File: src/rtl/mb_transform_scheduler.sv
// Ping-pong macroblock scheduler between sampler, six block transforms and block_vlc.
// Optional transform watchdog is enabled by defining XFORM_WATCHDOG_EN.
module mb_transform_scheduler #(
  parameter int NUM_BLOCKS    = 6,
  parameter int MB_PER_FRAME  = 99,
  parameter int XFORM_TIMEOUT = 2048
) (
  input  logic       clk_100mhz,
  input  logic       rst,
  input  logic       i_src_valid,
  output logic       o_src_ready,
  output logic       o_xform_start,
  output logic       o_xform_slot,
  input  logic       i_xform_done,
  input  logic       i_vlc_req,
  output logic       o_vlc_start,
  output logic       o_vlc_slot,
  output logic [2:0] o_vlc_block_idx,
  input  logic       i_vlc_done,
  output logic       o_pause,
  output logic       o_mb_last,
  output logic [6:0] o_mb_count,
  output logic       o_xform_err,
  output logic       o_dbg_fill_state,
  output logic [1:0] o_dbg_drain_state
);

  // Handshakes: src_valid is a level held by the sampler; src_ready pulses once when the
  // macroblock is taken. vlc_req/xform_done/vlc_done are single-cycle event pulses.
  typedef enum logic       {F_IDLE, F_BUSY}           fill_state_t;
  typedef enum logic [1:0] {D_IDLE, D_WAIT, D_STREAM} drain_state_t;

  localparam logic [2:0] IDX_LAST = 3'(NUM_BLOCKS - 1);
  localparam logic [6:0] MB_LAST  = 7'(MB_PER_FRAME - 1);

  fill_state_t  r_fill_state,  w_fill_next;
  drain_state_t r_drain_state, w_drain_next;

  logic [1:0] r_slot_full;
  logic       r_wr_slot;
  logic       r_rd_slot;
  logic       r_req_pending;
  logic [2:0] r_vlc_block_idx;
  logic [6:0] r_mb_count;
  logic       r_src_ready;
  logic       r_xform_start;
  logic       r_vlc_start;
  logic       r_pause;
  logic       r_mb_last;

  logic       w_wd_expire;
  logic       w_fill_accept;
  logic       w_xform_finish;
  logic       w_req;
  logic       w_rd_full;
  logic       w_last_blk;
  logic       w_blk_done;
  logic       w_mb_done;
  logic       w_vlc_start_nxt;
  logic       w_pause_nxt;
  logic       w_mb_last_nxt;
  logic [1:0] w_set_mask;
  logic [1:0] w_clr_mask;

  assign w_req      = i_vlc_req || r_req_pending;
  assign w_rd_full  = r_slot_full[r_rd_slot];
  assign w_last_blk = (r_vlc_block_idx == IDX_LAST);

  // Fill FSM
  always_ff @(posedge clk_100mhz) begin
    if (rst) r_fill_state <= F_IDLE;
    else     r_fill_state <= w_fill_next;
  end

  always_comb begin
    w_fill_next = r_fill_state;
    case (r_fill_state)
      F_IDLE:  if (i_src_valid && !r_slot_full[r_wr_slot]) w_fill_next = F_BUSY;
      F_BUSY:  if (i_xform_done || w_wd_expire) w_fill_next = F_IDLE;
      default: w_fill_next = F_IDLE;
    endcase
  end

  always_comb begin
    w_fill_accept  = 1'b0;
    w_xform_finish = 1'b0;
    case (r_fill_state)
      F_IDLE:  w_fill_accept  = i_src_valid && !r_slot_full[r_wr_slot];
      F_BUSY:  w_xform_finish = i_xform_done || w_wd_expire;
      default: ;
    endcase
    w_set_mask = w_xform_finish ? (2'b01 << r_wr_slot) : 2'b00;
  end

  // Drain FSM
  always_ff @(posedge clk_100mhz) begin
    if (rst) r_drain_state <= D_IDLE;
    else     r_drain_state <= w_drain_next;
  end

  always_comb begin
    w_drain_next = r_drain_state;
    case (r_drain_state)
      D_IDLE:   if (w_req) w_drain_next = w_rd_full ? D_STREAM : D_WAIT;
      D_WAIT:   if (w_rd_full) w_drain_next = D_STREAM;
      D_STREAM: if (i_vlc_done) w_drain_next = D_IDLE;
      default:  w_drain_next = D_IDLE;
    endcase
  end

  always_comb begin
    w_blk_done      = (r_drain_state == D_STREAM) && i_vlc_done;
    w_mb_done       = w_blk_done && w_last_blk;
    w_vlc_start_nxt = (r_drain_state != D_STREAM) && (w_drain_next == D_STREAM);
    w_pause_nxt     = (w_drain_next == D_WAIT);
    w_mb_last_nxt   = w_vlc_start_nxt && w_last_blk && (r_mb_count == MB_LAST);
    w_clr_mask      = w_mb_done ? (2'b01 << r_rd_slot) : 2'b00;
  end

  // Slot bookkeeping; fill only ever sets an empty slot, so set and clear never collide.
  always_ff @(posedge clk_100mhz) begin
    if (rst) begin
      r_slot_full     <= 2'b00;
      r_wr_slot       <= 1'b0;
      r_rd_slot       <= 1'b0;
      r_req_pending   <= 1'b0;
      r_vlc_block_idx <= 3'd0;
      r_mb_count      <= 7'd0;
      r_src_ready     <= 1'b0;
      r_xform_start   <= 1'b0;
      r_vlc_start     <= 1'b0;
      r_pause         <= 1'b0;
      r_mb_last       <= 1'b0;
    end else begin
      r_src_ready   <= w_fill_accept;
      r_xform_start <= w_fill_accept;
      r_vlc_start   <= w_vlc_start_nxt;
      r_pause       <= w_pause_nxt;
      r_mb_last     <= w_mb_last_nxt;
      r_slot_full   <= (r_slot_full | w_set_mask) & ~w_clr_mask;
      if (w_xform_finish) r_wr_slot <= ~r_wr_slot;
      if (w_blk_done) begin
        if (w_last_blk) begin
          r_vlc_block_idx <= 3'd0;
          r_rd_slot       <= ~r_rd_slot;
          r_mb_count      <= (r_mb_count == MB_LAST) ? 7'd0 : r_mb_count + 7'd1;
        end else begin
          r_vlc_block_idx <= r_vlc_block_idx + 3'd1;
        end
      end
      // A request is consumed when D_IDLE acts on it; only D_STREAM needs to remember one.
      if (r_drain_state == D_IDLE && w_req)
        r_req_pending <= 1'b0;
      else if (r_drain_state == D_STREAM && i_vlc_req)
        r_req_pending <= 1'b1;
    end
  end

`ifdef XFORM_WATCHDOG_EN
  localparam int WD_W = $clog2(XFORM_TIMEOUT);
  logic [WD_W-1:0] r_wd_cnt;
  logic            r_xform_err;

  assign w_wd_expire = (r_fill_state == F_BUSY) && (r_wd_cnt == WD_W'(XFORM_TIMEOUT - 1));

  always_ff @(posedge clk_100mhz) begin
    if (rst || r_fill_state != F_BUSY) r_wd_cnt <= '0;
    else                               r_wd_cnt <= r_wd_cnt + WD_W'(1);
    if (rst)                                r_xform_err <= 1'b0;
    else if (w_wd_expire && !i_xform_done) r_xform_err <= 1'b1;
  end

  assign o_xform_err = r_xform_err;
`else
  assign w_wd_expire = 1'b0;
  assign o_xform_err = 1'b0;
`endif

  assign o_src_ready       = r_src_ready;
  assign o_xform_start     = r_xform_start;
  assign o_xform_slot      = r_wr_slot;
  assign o_vlc_start       = r_vlc_start;
  assign o_vlc_slot        = r_rd_slot;
  assign o_vlc_block_idx   = r_vlc_block_idx;
  assign o_pause           = r_pause;
  assign o_mb_last         = r_mb_last;
  assign o_mb_count        = r_mb_count;
  assign o_dbg_fill_state  = r_fill_state;
  assign o_dbg_drain_state = r_drain_state;

endmodule
File: config.mk
export PLATFORM = sky130hd
export DESIGN_NAME = mb_transform_scheduler
export DESIGN_NICKNAME = d
export VERILOG_FILES = /design/src/rtl/mb_transform_scheduler.sv
export SDC_FILE = /design/constraint.sdc
export NUM_CORES = 1
export LEC_CHECK = 0
export BUFFER_PORTS_ARGS = -buffer_cell sky130_fd_sc_hd__buf_4
export CELL_PAD_IN_SITES_DETAIL_PLACEMENT = 0
export CELL_PAD_IN_SITES_GLOBAL_PLACEMENT = 2
export CORE_ASPECT_RATIO = 0.5
export CORE_MARGIN = 5
export CORE_UTILIZATION = 26
export DETAILED_ROUTE_END_ITERATION = 7
export PLACE_DENSITY = 0.74
export SETUP_SLACK_MARGIN = 0.1
export SLEW_MARGIN = 20
export SYNTH_ARGS = -nofsm -noshare
export SYNTH_HDL_FRONTEND = slang
export SYNTH_SLANG_ARGS = --single-unit
File: constraint.sdc
create_clock -name clk_100mhz -period 1.9 [get_ports clk_100mhz]
set_input_delay 0.38 -clock clk_100mhz [delete_from_list [all_inputs] [get_ports clk_100mhz]]
set_output_delay 0.38 -clock clk_100mhz [all_outputs]
set_load 0.005 [all_outputs]
Word level (Yosys, flattened, before mapping):

Index checks and enable logic that the tools add are counted.

* word-level logic and storage cells: 62
* register bits after elaboration: 22
* output and inout port bits: 21

* eq/ne operators: 7
* magnitude comparators: 2
* bitwise operators: 6
* muxes and demuxes: 17
* add/sub/neg operators: 2
* shifts and indexed selects: 2
* reduce and logical (&&, ||, !) cells: 14

Operators with widths (count)
* 2-bit two-way mux: 6
* 1-bit logical AND: 8
* 7-bit by 1-bit adder with 7-bit output, second input constant: 1
* 7-bit == test, second input constant: 1
* 1-bit two-way mux: 7
* 7-bit two-way mux: 1
* 2-bit one-hot mux with 3 select lines: 1
* 2-bit by 1-bit == test with 1-bit output, second input constant: 2
* 2-bit == test, second input constant: 2
* 1-bit by 2-bit less-than comparator with 1-bit output, second input constant: 2
* 2-bit OR reduction: 2
* 1-bit by 1-bit left shift with 2-bit output, first input constant: 2
* 3-bit by 1-bit adder with 3-bit output, second input constant: 1
* 3-bit == test, second input constant: 1
* 3-bit two-way mux: 1
* 1-bit NOT: 3
* 2-bit bitwise AND: 1
* 2-bit logical NOT: 1
* 2-bit != test, second input constant: 1
* 2-bit NOT: 1
* 2-bit bitwise OR: 1
* 1-bit one-hot mux with 2 select lines: 1
* 2-bit AND reduction: 1
* 1-bit logical NOT: 1
* 1-bit logical OR: 1

Longest topological paths before layout:

Gate-level depths: netlist of run 1.

* depth in word-level cells: 9
* depth in mapped cells: 6
* depth with buffers taken out: 6

Worst setup path before layout of run 1:

OpenSTA, ideal clock, no wires.

* path kind: reg-to-reg
* start: register r_mb_count[0] (netlist: o_mb_count[0])
* end: register r_mb_count[3] (netlist: o_mb_count[3])
* data arrival time: 1.527 ns
* path buffers: 0
* cell stages (with the launch flop): 7
* period minus slack after synthesis: 1.614 ns
* setup slack: 0.286 ns
* cell sequence: dfxtp_1 -> inv_1 -> ha_1 -> and2_1 -> a211o_1 -> or4_1 -> o31ai_1

* longest elaborated chain between the ends: 2
* elaborated cells between the ends (all ways): 3
* classes of those cells: 1 x add/sub; 1 x eq/ne; 1 x mux

Ends and longest elaborated chain
* start, declared: RTL line 44 `logic [6:0] r_mb_count;`
* start signal, assigned: RTL line 146 `r_mb_count <= (r_mb_count == MB_LAST) ? 7'd0 : r_mb_count + 7'd1;`
* 7-bit by 1-bit adder with 7-bit output or 7-bit == test (tied branches): RTL line 146
* 7-bit two-way mux *: RTL line 146

Every way passes the cells marked *; elsewhere a longest branch is shown, timed or not.
A chain may end at the register's enable or synchronous reset.

Worst setup path after layout of run 1:

Ends and elaborated chain as after synthesis.

==> results.cfg, run 1 <==
[critical_path]
path_delay_family = simple AND/OR/NAND/NOR gates
worst_r2r_startpoint = o_mb_count[0]
path_class = register to register
kind_of_start_point_of_the_critical_path = register
critical_path_buf_inv_count = 1
timing.critical_path.fanout_max = 6
critPathCaptureType = register
startpoint = o_mb_count[0]
slowest_stage_delay_on_critical_path_ns = 0.42
worst_path_max_delay_cell = sky130_fd_sc_hd__or4_1
cp_cell_sequence = inv_1 -> ha_1 -> and2_1 -> a211o_1 -> or4_1 -> o31ai_1
worstPathRequired_ns = 2.08
worst-endpoint-arrival_ns = 1.85

[die]
pin_count = 27
core_region_area_um2 = 3528
rows = 15
die_w_um = 96.70
die_area_um2 = 5159
vertical_die_dimension_um = 53.35
initial_utilization_pct = 27.70

[clock_network]
clk_latency_ns = 0.26
clk_transition_reported_paths_ns = 0.08
cts_root_buf = sky130_fd_sc_hd__clkbuf_8
clock_tree_from_tritoncts = built
cts-htree-levels = 1
cts_buffers = 3
holdBufCountCts = 0
ctsLongestPathBuffers = 2
clock-sinks = 22

[layout]
layout_commonest_cell = sky130_fd_sc_hd__buf_4
post_route_cells_drive_above_1_share_pct = 27.82
final_cell_mix = 26 x sky130_fd_sc_hd__buf_4, 21 x sky130_fd_sc_hd__dfxtp_1, 16 x sky130_fd_sc_hd__nor2_1, 9 x sky130_fd_sc_hd__a21oi_1, 6 x sky130_fd_sc_hd__inv_1
nNetsFinal = 142
area.growth.synth_to_final_pct = 30.09
antenna_cells = 0
multiInputGateArea_um2 = 476.7
layout.filler_cells = 395
finalCoreUtilization_pct = 36.03
seqCellArea_um2 = 441.7

[grt]
overflow = 0
grt_antenna_before_repair = 0
grtUsageTotal_pct = 8.104
grt_first_pass_wirelength_mm = 3.291
grt_max_degree = 26
grt_pass1_vias = 713

[logic_synthesis]
synth.lib_cells_used.distinct = 38
synth_async_sr_flop_share_pct = 0
post_synth.cell_area_avg_um2 = 8.965
synthDominantCellAreaShare_pct = 45.07
netlist_instances = 109
synth_ff_type = sky130_fd_sc_hd__dfxtp_1
synth-edff-count = 0
synthesis.nets = 117
share_of_synthesized_area_occupied_by_flip_flops_and_latches_pct = 45.07
post_synth_instance_area_um2 = 977.2
synth.top_cells.by_area = sky130_fd_sc_hd__dfxtp_1 45%, sky130_fd_sc_hd__nor2_1 6.1%, sky130_fd_sc_hd__a21oi_1 4.6%
postSynthRegisterBits = 22
yosysWarnings = 0
synth_top_area_cell = sky130_fd_sc_hd__dfxtp_1

[timing]
time_the_final_worst_path_needs_with_i_o_delays_and_setup_ns = 1.671
fin_hold_ws_ns = 0.3654
hold_viol_final = 0
setup_tns_after_final_layout_ns = 0
timing.fmax_mhz = 598.5
setup_violation_total_in_the_final_timing_report = 0
post-route-period-util_pct = 87.94
clock-skew-final_ns = 0.002413
grt_setup_unrepaired = false
timing.final.max_slew_violations = 0
final.setup.worst_slack_ns = 0.2291

[routing]
drt-initial-drc-count = 24
drt_drc_violations_left = 0
detailroute.via_count = 823
drt-wirelength-per-cell_um = 11.77
wirelength_mm = 2.165
detail_route.first_pass.iterations = 4
ant_nets = 0
vias_per_cell = 4.473

[hold_path]
hold_start = i_src_valid
hp-class = primary input to register

[placement]
pre_cts_ws_ns = 0.1933
port_buffers = 25
place.gp.congestion = 0.7550
dp.final_hpwl_mm = 1.603

[power]
p_total_w = 0.0009977
pwr_density_nw_per_um2 = 784.8
ir_worst_vdd_v = 0.0003564
leakage_nw = 0.5008

[run_status]
status = finished, final reports clean

[job]
max_cap_violations = 0
==> area by class of cell <==
type,instances,share of cell area [%]
clock buffer,3,3.248
clock inverter,1,2.362
inverter,6,1.772
multi-input combinational,75,37.50
sequential,22,34.74
tap,51,5.020
timing repair buffer,26,15.35
==> registers in the layout, summed over array words and instances, names as in the netlist <==
register,cells
o_vlc_start,1
o_xform_start,1
r_slot_full,2
o_vlc_slot,1
o_pause,1
o_xform_slot,1
r_req_pending,1
o_mb_last,1
o_mb_count,7
o_vlc_block_idx,3
o_dbg_drain_state,2
o_dbg_fill_state,1
==> worst paths after layout <==
check / slack, ns / end / depth (start not counted)
min: 0.37 / o_xform_start / 2
max reg2reg: 0.23 / o_mb_count[3] / 6
max: 0.23 / o_mb_count[3] / 6
min reg2reg: 0.51 / o_vlc_block_idx[2] / 2
==> cells in the mapped netlist, drive strengths merged (2+ instances only) <==
library cell	n
mux2i	2
or3	2
o21ai	2
a21oi	9
nor3	5
nor3b	2
nand2	5
nor2	16
clkbuf	2
ha	2
or4	3
inv	6
nand3b	2
nor4b	3
dfxtp	22
nand3	2
or2	2
xor2	2
o31ai	2
buf	4
==> report_power, final <==
part           internal, W  switching [W]
Combinational    0.0000409      0.0000338
Sequential        0.000476      0.0000144
Clock             0.000281       0.000151
Total             0.000798       0.000200
==> per-layer routing <==
| layer | global-route usage [%] | routed length (um) | vias to the layer above |
|---|---|---|---|
| met1 | 9.777 | 1070 | 374 |
| met2 | 13.24 | 991 | 18 |
| li1 | - | - | 431 |
| met3 | 3.289 | 103 | 0 |
| met5 | 0 | 0 | - |
| met4 | 2.797 | 0 | 0 |
==> what timing repair did <==
item / CTS / global route
resized for setup: 0 / 1
setup buffers: 0 / 0
setup endpoints to repair: 0 / 2
==> kinds of logic (layout without fill, tap and decap cells) <==
family | count (synthesis) | count (layout) | share of synthesized area, %
simple gates | 47 | 47 | 27.79
buf+inv | 12 | 36 | 6.146
mux | 3 | 3 | 3.201
compound gates | 19 | 19 | 12.16
other cells | 1 | 1 | 0.3838
xor+xnor | 3 | 3 | 2.689
flops | 22 | 22 | 45.07
fa+ha+maj | 2 | 2 | 2.560
==> per-stage QoR <==
| stage | std cells | cell area [um^2] |
|---|---|---|
| 2_1_floorplan | 109 | 977.2 |
| 3_3_place_gp | 180 | 1199 |
| 3_5_place_dp | 180 | 1199 |
| 4_1_cts | 184 | 1270 |
| 5_1_grt | 184 | 1271 |
| 6_report | 184 | 1271 |
No activity file was read; power rests on OpenSTA's default activity.
==> run 2, diff against run 1 <==
--- a/config.mk
+++ b/config.mk
@@ -12,7 +12,8 @@
 export CORE_MARGIN = 5
 export CORE_UTILIZATION = 26
 export DETAILED_ROUTE_END_ITERATION = 7
-export PLACE_DENSITY = 0.74
+export GPL_TIMING_DRIVEN = 0
+export PLACE_DENSITY = 0.77
 export SETUP_SLACK_MARGIN = 0.1
 export SLEW_MARGIN = 20
 export SYNTH_ARGS = -nofsm -noshare
==> results.cfg, run 2 (synthesis results as in run 1) <==
[timing]
setup_tns_after_final_layout_ns = 0
timing.fmax_mhz = 597.0
grt_setup_unrepaired = false
time_the_final_worst_path_needs_with_i_o_delays_and_setup_ns = 1.675
setup_violation_total_in_the_final_timing_report = 0
timing.final.max_slew_violations = 0
hold_viol_final = 0
final.setup.worst_slack_ns = 0.2250
clock-skew-final_ns = 0.001093
post-route-period-util_pct = 88.16

[placement]
port_buffers = 25
dp.final_hpwl_mm = 1.724
place.gp.congestion = 0.7876
placed_cells = 185
pre_cts_ws_ns = 0.1325

[layout]
nNetsFinal = 148
final_cell_mix = 30 x sky130_fd_sc_hd__buf_4, 21 x sky130_fd_sc_hd__dfxtp_1, 16 x sky130_fd_sc_hd__nor2_1, 9 x sky130_fd_sc_hd__a21oi_1, 6 x sky130_fd_sc_hd__inv_1
post_route_cells_drive_above_1_share_pct = 29.50
antenna_cells = 0
layout.cells.non_filler = 190
layout_commonest_cell = sky130_fd_sc_hd__buf_4
area.growth.synth_to_final_pct = 32.52
largest_reg_flops = 7

[clock_network]
ctsLongestPathBuffers = 2
cts_buffers = 3
clock_tree_from_tritoncts = built
clk_latency_ns = 0.26
clk_transition_reported_paths_ns = 0.08
clock-sinks = 22
cts-htree-levels = 1
cts_root_buf = sky130_fd_sc_hd__clkbuf_8
holdBufCountCts = 0

[power]
pwr_density_nw_per_um2 = 700.7
power_switching_w = 0.0002026
power.share.combinational_pct = 9.1
netSwitchingFraction_pct = 22.33
pwr-share-seq_pct = 53.7
power.internal_w = 0.0007048
ir_worst_vdd_v = 0.0001973
clkPwrFrac_pct = 37.2
leakage_nw = 0.5162

[run_status]
status = finished, final reports clean

[routing]
detailroute.via_count = 830
drt-wirelength-per-cell_um = 11.83
drt-initial-drc-count = 34
ant_nets = 0
drt_drc_violations_left = 0
wirelength_mm = 2.248
detail_route.first_pass.iterations = 4
vias_per_cell = 4.368

[critical_path]
worst_r2r_startpoint = o_mb_count[0]
crit-reg2reg-capture = o_mb_count[4]
worst-endpoint-arrival_ns = 1.85
timing.reg2reg.setup_slack_ns = 0.22
path_class = register to register
timing.critical_path.fanout_max = 4
kind_of_start_point_of_the_critical_path = register
critPathCaptureType = register
worst-r2r-cell-count = 6
worstPathRequired_ns = 2.08

[die]
pin_count = 27
core_region_area_um2 = 3528
vertical_die_dimension_um = 53.35
die_w_um = 96.70
die_area_um2 = 5159
initial_utilization_pct = 27.70
rows = 15

[grt]
grt_pass1_vias = 785
grtUsageTotal_pct = 9.444
grt_first_pass_wirelength_mm = 3.843
grt_antenna_before_repair = 0
overflow = 0
grt_max_degree = 13

[job]
max_cap_violations = 0

[hold_path]
hold_start = rst
hold-path-cell-count = 2
hold_end = o_vlc_start
hp-class = primary input to register
run 2: layout make-up:
type	instances	area [um^2]
fillers	381	2233
multi-input cells	75	476.7
flip-flops and latches	22	444.2
repair buffers	26	195.2
well taps	51	63.81
clock buffers	4	55.05
plain buffers	6	37.54
inverters	6	22.52
run 2: worst max-delay path, cell delays in order, from the launching register on:
cell	delay [ns]
sky130_fd_sc_hd__dfxtp_4	0.37
sky130_fd_sc_hd__inv_1	0.06
sky130_fd_sc_hd__ha_1	0.19
sky130_fd_sc_hd__and2_1	0.16
sky130_fd_sc_hd__a211o_1	0.33
sky130_fd_sc_hd__or4_1	0.41
sky130_fd_sc_hd__o31ai_1	0.07
run 2: metal layers:
metal  vias to the layer above  track usage [%]  share of wire [%]  routed length [um]
met5                         -                0                  0                   0
met4                         0            2.797               0.98                  22
met3                         2            3.553                4.1                  92
met2                        14            13.93                 43                 967
met1                       375            12.73                 52                1166
li1                        439                -                  -                   -
run 2: repair_timing:
action                                  4_1_cts  5_1_grt
setup buffers                                 0        1
endpoints found under the setup margin        0        3
gates resized for setup                       0        2
run 2: metrics by stage:
step	hold WS (ns)	instance area, um^2	util, %	power (W)
CTS	0.3502	1284	36.38	0.0009230
finish	0.3585	1295	36.70	0.0009074
global route	0.3620	1295	36.70	0.0009523
detailed placement	0.5007	1229	34.82	0.0005840
floorplan	0.4667	977.2	-	0.0005408
global placement	0.4966	1229	34.82	0.0005833
run 2: power groups by stage:
stage	combinational, W	sequential (W)	clock (W)
detailed placement	0.0000839	0.000500	0
finish	0.0000825	0.000488	0.000337
CTS	0.0000840	0.000489	0.000350
floorplan	0.0000414	0.000499	0
global placement	0.0000832	0.000500	0
global route	0.0000925	0.000491	0.000369
run 2: worst max path at each step:
| stage | from | slack [ns] | depth (start not counted) | end |
|---|---|---|---|---|
| after floorplan | o_mb_count[0] | 0.29 | 6 | o_mb_count[3] |
| after detailed placement | o_mb_count[0] | 0.13 | 6 | o_mb_count[4] |
| after global placement | o_mb_count[0] | 0.13 | 6 | o_mb_count[3] |
| after global routing | o_mb_count[0] | 0.11 | 6 | o_mb_count[3] |
| final | o_mb_count[0] | 0.22 | 6 | o_mb_count[4] |
| after CTS | o_mb_count[0] | 0.12 | 6 | o_mb_count[4] |
